**config.mk**
```make
export PLATFORM = sky130hd
export DESIGN_NAME = branch_compare_pipe
export DESIGN_NICKNAME = d
export VERILOG_FILES = /design/src/rtl/branch_compare_pipe.sv
export SDC_FILE = /design/constraint.sdc
export NUM_CORES = 1
export LEC_CHECK = 0
export BUFFER_PORTS_ARGS = -buffer_cell sky130_fd_sc_hd__buf_4
export CAP_MARGIN = 20
export CORE_UTILIZATION = 53
export CTS_CLUSTER_SIZE = 28
export DETAILED_ROUTE_END_ITERATION = 10
export HOLD_SLACK_MARGIN = 0.08
export PLACE_DENSITY_LB_ADDON = 0.2
export SYNTH_ARGS = -nofsm -noshare
export SYNTH_HDL_FRONTEND = slang
export SYNTH_SLANG_ARGS = --single-unit
```
**constraint.sdc**
```tcl
create_clock -name clk -period 5.1 [get_ports clk]
set_clock_uncertainty 0.1 [all_clocks]
set_input_delay 1.02 -clock clk [delete_from_list [all_inputs] [get_ports clk]]
set_output_delay 1.02 -clock clk [all_outputs]
set_load 0.005 [all_outputs]
```
**src/rtl/branch_compare_pipe.sv**
```systemverilog
// rtl/branch_compare_pipe.sv - MIPS branch condition evaluator with registered valid/ready output stage
module branch_compare_pipe #(
    parameter int WIDTH = 32,
    parameter int TAG_W = 5,
    parameter int CNT_W = 16
) (
    input  logic             clk,
    input  logic             rst_n,
    input  logic             in_valid,
    output logic             in_ready,
    input  logic [WIDTH-1:0] a_in,
    input  logic [WIDTH-1:0] b_in,
    input  logic [2:0]       mode,
    input  logic [TAG_W-1:0] tag_in,
    input  logic             flush,
    output logic             out_valid,
    input  logic             out_ready,
    output logic             out_taken,
    output logic             out_eq,
    output logic             out_lt,
    output logic [TAG_W-1:0] tag_out,
    input  logic             clr_cnt,
    output logic [CNT_W-1:0] cmp_cnt,
    output logic [CNT_W-1:0] taken_cnt
);

    localparam logic [2:0] MODE_EQ  = 3'b000;
    localparam logic [2:0] MODE_NE  = 3'b001;
    localparam logic [2:0] MODE_LT  = 3'b010;
    localparam logic [2:0] MODE_GE  = 3'b011;
    localparam logic [2:0] MODE_LTU = 3'b100;
    localparam logic [2:0] MODE_GEU = 3'b101;
    localparam logic [2:0] MODE_GTZ = 3'b110;
    localparam logic [2:0] MODE_LEZ = 3'b111;

    localparam logic [CNT_W-1:0] CNT_MAX = {CNT_W{1'b1}};

    logic eq;
    logic lt_s;
    logic lt_u;
    logic gtz;
    logic lt_sel;
    logic taken;
    logic accept;

    assign eq   = (a_in == b_in);
    assign lt_s = ($signed(a_in) < $signed(b_in));
    assign lt_u = (a_in < b_in);
    // Strictly positive: sign bit clear and at least one other bit set.
    assign gtz  = !a_in[WIDTH-1] && (|a_in);

    assign lt_sel = ((mode == MODE_LTU) || (mode == MODE_GEU)) ? lt_u : lt_s;

    always_comb begin
        taken = 1'b0;
        case (mode)
            MODE_EQ:  taken = eq;
            MODE_NE:  taken = !eq;
            MODE_LT:  taken = lt_s;
            MODE_GE:  taken = !lt_s;
            MODE_LTU: taken = lt_u;
            MODE_GEU: taken = !lt_u;
            MODE_GTZ: taken = gtz;
            MODE_LEZ: taken = !gtz;
            default:  taken = 1'b0;
        endcase
    end

    assign in_ready = !out_valid || out_ready;
    assign accept   = in_valid && in_ready && !flush;

    // Flush wins over both a new accept and a consumer draining the slot.
    always_ff @(posedge clk or negedge rst_n) begin
        if (!rst_n) begin
            out_valid <= 1'b0;
            out_taken <= 1'b0;
            out_eq    <= 1'b0;
            out_lt    <= 1'b0;
            tag_out   <= '0;
        end else if (flush) begin
            out_valid <= 1'b0;
        end else if (accept) begin
            out_valid <= 1'b1;
            out_taken <= taken;
            out_eq    <= eq;
            out_lt    <= lt_sel;
            tag_out   <= tag_in;
        end else if (out_ready) begin
            out_valid <= 1'b0;
        end
    end

    always_ff @(posedge clk or negedge rst_n) begin
        if (!rst_n) begin
            cmp_cnt   <= '0;
            taken_cnt <= '0;
        end else if (clr_cnt) begin
            cmp_cnt   <= '0;
            taken_cnt <= '0;
        end else if (accept) begin
            if (cmp_cnt != CNT_MAX) begin
                cmp_cnt <= cmp_cnt + 1'b1;
            end
            if (taken && (taken_cnt != CNT_MAX)) begin
                taken_cnt <= taken_cnt + 1'b1;
            end
        end
    end

endmodule

```
==> reports/results.txt <==
The number of nets in the synthesized netlist is 467. The floorplan has 27 rows. The run gives 0.212 mW as the reported net switching power.

The root buffer cell chosen for the clock tree is sky130_fd_sc_hd__clkbuf_8. The logs give 0 for the number of max-capacitance violations reported and 120 for the I/O pin count. The area of the die came out at 6070 µm². TritonCTS built the clock tree. Once the clock tree was built, the setup fixing pass inserted 0 buffers.

The logs give 41 for the sink count of the clock tree and 4120 µm² for the final standard cell area without fillers. Setup violations remaining at the end of the flow were counted as 0. Cell internal power was estimated by the tool at 0.597 mW. The tools report the number of buffers between clock root and the deepest sink as 2. The run finished with clean final reports. The share of post-route cells with drive strength above 1 works out to 0.309. The die is 77.9 µm tall. The tools report the post-placement cell area as 4000 µm². The mean instance size in the synthesized netlist was 8.60 µm². The largest total area in the synthesized netlist belongs to sky130_fd_sc_hd__dfrtp_1. Dividing the detail-routed wire length by the instance count gives 13.8 µm. Combinational share of power: 0.233. The run gives 0 as the number of hold-slack violations in the final timing report. Sorting the synthesized cells by how often they occur yields sky130_fd_sc_hd__inv_1, sky130_fd_sc_hd__dfrtp_1, sky130_fd_sc_hd__nor2_1. Setup repair after global routing left no endpoint under its margin.

The switching power share of the total was 0.262. The most common flop cell mapped by yosys is sky130_fd_sc_hd__dfrtp_1. The run gives 0.391 as the relative slew slack. For the pin with the worst max-slew slack, the measured transition is 902 ps. After synthesis the netlist holds a flip-flop and latch count of 41.

For the part of the total power dissipated in the clock network, the log shows 0.340. In the synthesized netlist, the number of instances is 355. The later-pin clock latency in the skew report is 290 ps, and the minimum period implied by the final worst setup slack is 3570 ps.

The total of buffers placed on input and output ports came out at 119. The area of the core region was 5540 µm²; the share of the yosys chip area belonging to registers was 0.336. The static leakage power came out at 2.06 nW. Final hold analysis gives a worst-case slack of 419 ps.

For the number of buffers inserted by hold repair at cts, the log shows 0. The cell area that synthesis handed to floorplanning was 3050 µm². The total count of max-transition violations in the final report came out at 0.

The run gives 0 as the residual antenna-violating net count after detailed routing. Entering global routing, the biggest net connects 42 pins. The data required time at the worst endpoint is 5190 ps.

The fraction of the core area covered by cells at the end of the flow came out at 0.743. The filler cells instantiated in the layout total 448. The run gives 4 as the length of the first detailed-routing pass in iterations. For the violation count after the first detailed-route iteration, the log shows 67. The run gives 0 as the synthesis warning total. Based on the critical path, the design can be clocked at up to 280 MHz.

Clock-pin slew was measured on the worst setup and hold paths at 80 ps. Dividing the detail-routed via count by the number of cells gives 5.49. The path category of the worst min-delay check is register to register.

Most frequent cell after synthesis: sky130_fd_sc_hd__inv_1. The ratio of total power to cell area is 196 nW/µm², and the endpoint arrival time on the critical path is 3660 ps. The total number of vias is 2989, and the sum of net half-perimeters after detailed placement is 5800 µm.

The top cell type's share of synthesized area is 0.336. The final layout contains routed wiring with a total length of 7480 µm. The maximum resistive drop on vdd is 0.218 mV, and the area added between synthesis and finish is 34.9%. The share of synthesized registers carrying an async set or reset is 1.00, and the wire length of the first global-routing pass is 12500 µm. The die is 77.9 µm wide. The synthesized netlist contains 45 unique library cells. Worst setup path category: primary input to register. The register share of total power is 0.427, and the aggregate global routing overflow is 0. For the setup TNS after final layout, the log shows 0 ps. For this run, design rule violations remaining after detail routing come to 0. In this run the worst path has a maximum fanout of 17.

Sorting the synthesized cells by area gives the leading types as sky130_fd_sc_hd__dfrtp_1, sky130_fd_sc_hd__ha_1, sky130_fd_sc_hd__inv_1. The worst setup path is captured at a register. The H-tree depth came out at 2. The initial core utilization was 0.551.

The count of inserted antenna diode cells came out at 0. The tools report the all-layer global routing usage as 0.254. The type of origin of the critical path is a primary input. The synthesized design contains 0 enable-type register cells. The tools report the number of CTS-inserted buffers as 5.

For the number of global-route vias before repair, the log shows 2847. The fraction of the cycle the final worst path needs works out to 0.700. The placer congestion estimate was 0.859. Post-CTS repair changed the size of 0 cells. The run gives 0 as the initial antenna violation count. For the number of nets in the layout, the log shows 583.
-- metrics by stage --
step,std cells,power (mW),worst slack (ps)
after floorplan,355,0.443,1470
after global placement,536,0.534,1320
after detailed placement,536,0.541,1210
after CTS,544,0.818,1520
after global routing,544,0.847,1340
final,544,0.809,1530
-- worst max-delay path, stage by stage --
cell	delay [ps]
sky130_fd_sc_hd__buf_4	80
sky130_fd_sc_hd__inv_1	40
sky130_fd_sc_hd__ha_1	300
sky130_fd_sc_hd__nand4_1	150
sky130_fd_sc_hd__nor4_1	440
sky130_fd_sc_hd__nand4_1	210
sky130_fd_sc_hd__and3_1	280
sky130_fd_sc_hd__or2_2	450
sky130_fd_sc_hd__nor4_1	320
sky130_fd_sc_hd__mux2_2	370
-- registers in the layout, summed over array words and instances, names as in the netlist --
register   cells
out_valid      1
out_eq         1
out_taken      1
out_lt         1
taken_cnt     16
cmp_cnt       16
tag_out        5
-- worst paths after layout --
| kind | slack, ps | cells past startpoint | start | end |
|---|---|---|---|---|
| setup / recovery | 1530 | 10 | b_in[14] | taken_cnt[12] |
| min in group asynchronous | 590 | 1 | rst_n | tag_out[1] |
| hold / removal | 420 | 1 | out_taken | out_taken |
| max in group asynchronous | 3940 | 1 | rst_n | taken_cnt[14] |
| hold reg to reg | 420 | 1 | out_taken | out_taken |
| setup reg to reg | 2310 | 8 | cmp_cnt[11] | cmp_cnt[14] |
-- kinds of logic after synthesis --
family                   after synthesis  synth area share
AO/OA/AOI/OAI                         55             0.113
XOR/XNOR                              16            0.0459
adder cells (fa/ha/maj)               34             0.139
buffers and inverters                 54            0.0696
flip-flops                            41             0.336
multiplexers                          16            0.0578
AND/OR/NAND/NOR                      139             0.238
-- per-layer routing --
metal,part of all wire,GRT usage
met5,0,0
met1,0.43,0.307
met4,0.012,0.0778
met2,0.50,0.458
met3,0.054,0.0447
-- cells in the final DEF (no fill, tap or decap), types with 5 or more instances in the layout --
master,Yosys,routed
sky130_fd_sc_hd__a21oi_1,25,25
sky130_fd_sc_hd__buf_4,0,120
sky130_fd_sc_hd__clkbuf_8,0,6
sky130_fd_sc_hd__dfrtp_1,41,41
sky130_fd_sc_hd__ha_1,34,34
sky130_fd_sc_hd__inv_1,43,43
sky130_fd_sc_hd__mux2_2,13,13
sky130_fd_sc_hd__nand2_1,20,20
sky130_fd_sc_hd__nand3_1,14,14
sky130_fd_sc_hd__nand4_1,12,12
sky130_fd_sc_hd__nor2_1,36,36
sky130_fd_sc_hd__nor2b_1,9,9
sky130_fd_sc_hd__nor3_1,10,10
sky130_fd_sc_hd__nor4_1,10,10
sky130_fd_sc_hd__o21ai_0,9,9
sky130_fd_sc_hd__o31ai_1,5,5
sky130_fd_sc_hd__or3_1,6,6
sky130_fd_sc_hd__or4_1,8,8
sky130_fd_sc_hd__xnor2_1,7,7
sky130_fd_sc_hd__xor2_1,9,9
-- area by class of cell --
type | count | area (µm²) | share of cell area
clock buffer | 6 | 82.6 | 0.0200
clock inverter | 2 | 37.5 | 0.00911
inverter | 43 | 161 | 0.0392
multi-input combinational | 260 | 1820 | 0.442
sequential | 41 | 1030 | 0.249
tap | 72 | 90.1 | 0.0219
timing repair buffer | 120 | 901 | 0.219
-- power by group through the flow --
stage / Sequential, mW / Clock [mW] / Combinational [mW]
finish: 0.346 / 0.275 / 0.188
floorplan: 0.352 / 0 / 0.0912
global placement: 0.351 / 0 / 0.183
global route: 0.347 / 0.290 / 0.210
CTS: 0.346 / 0.282 / 0.189
detailed placement: 0.352 / 0 / 0.189
(Power assumes the default switching activity.)
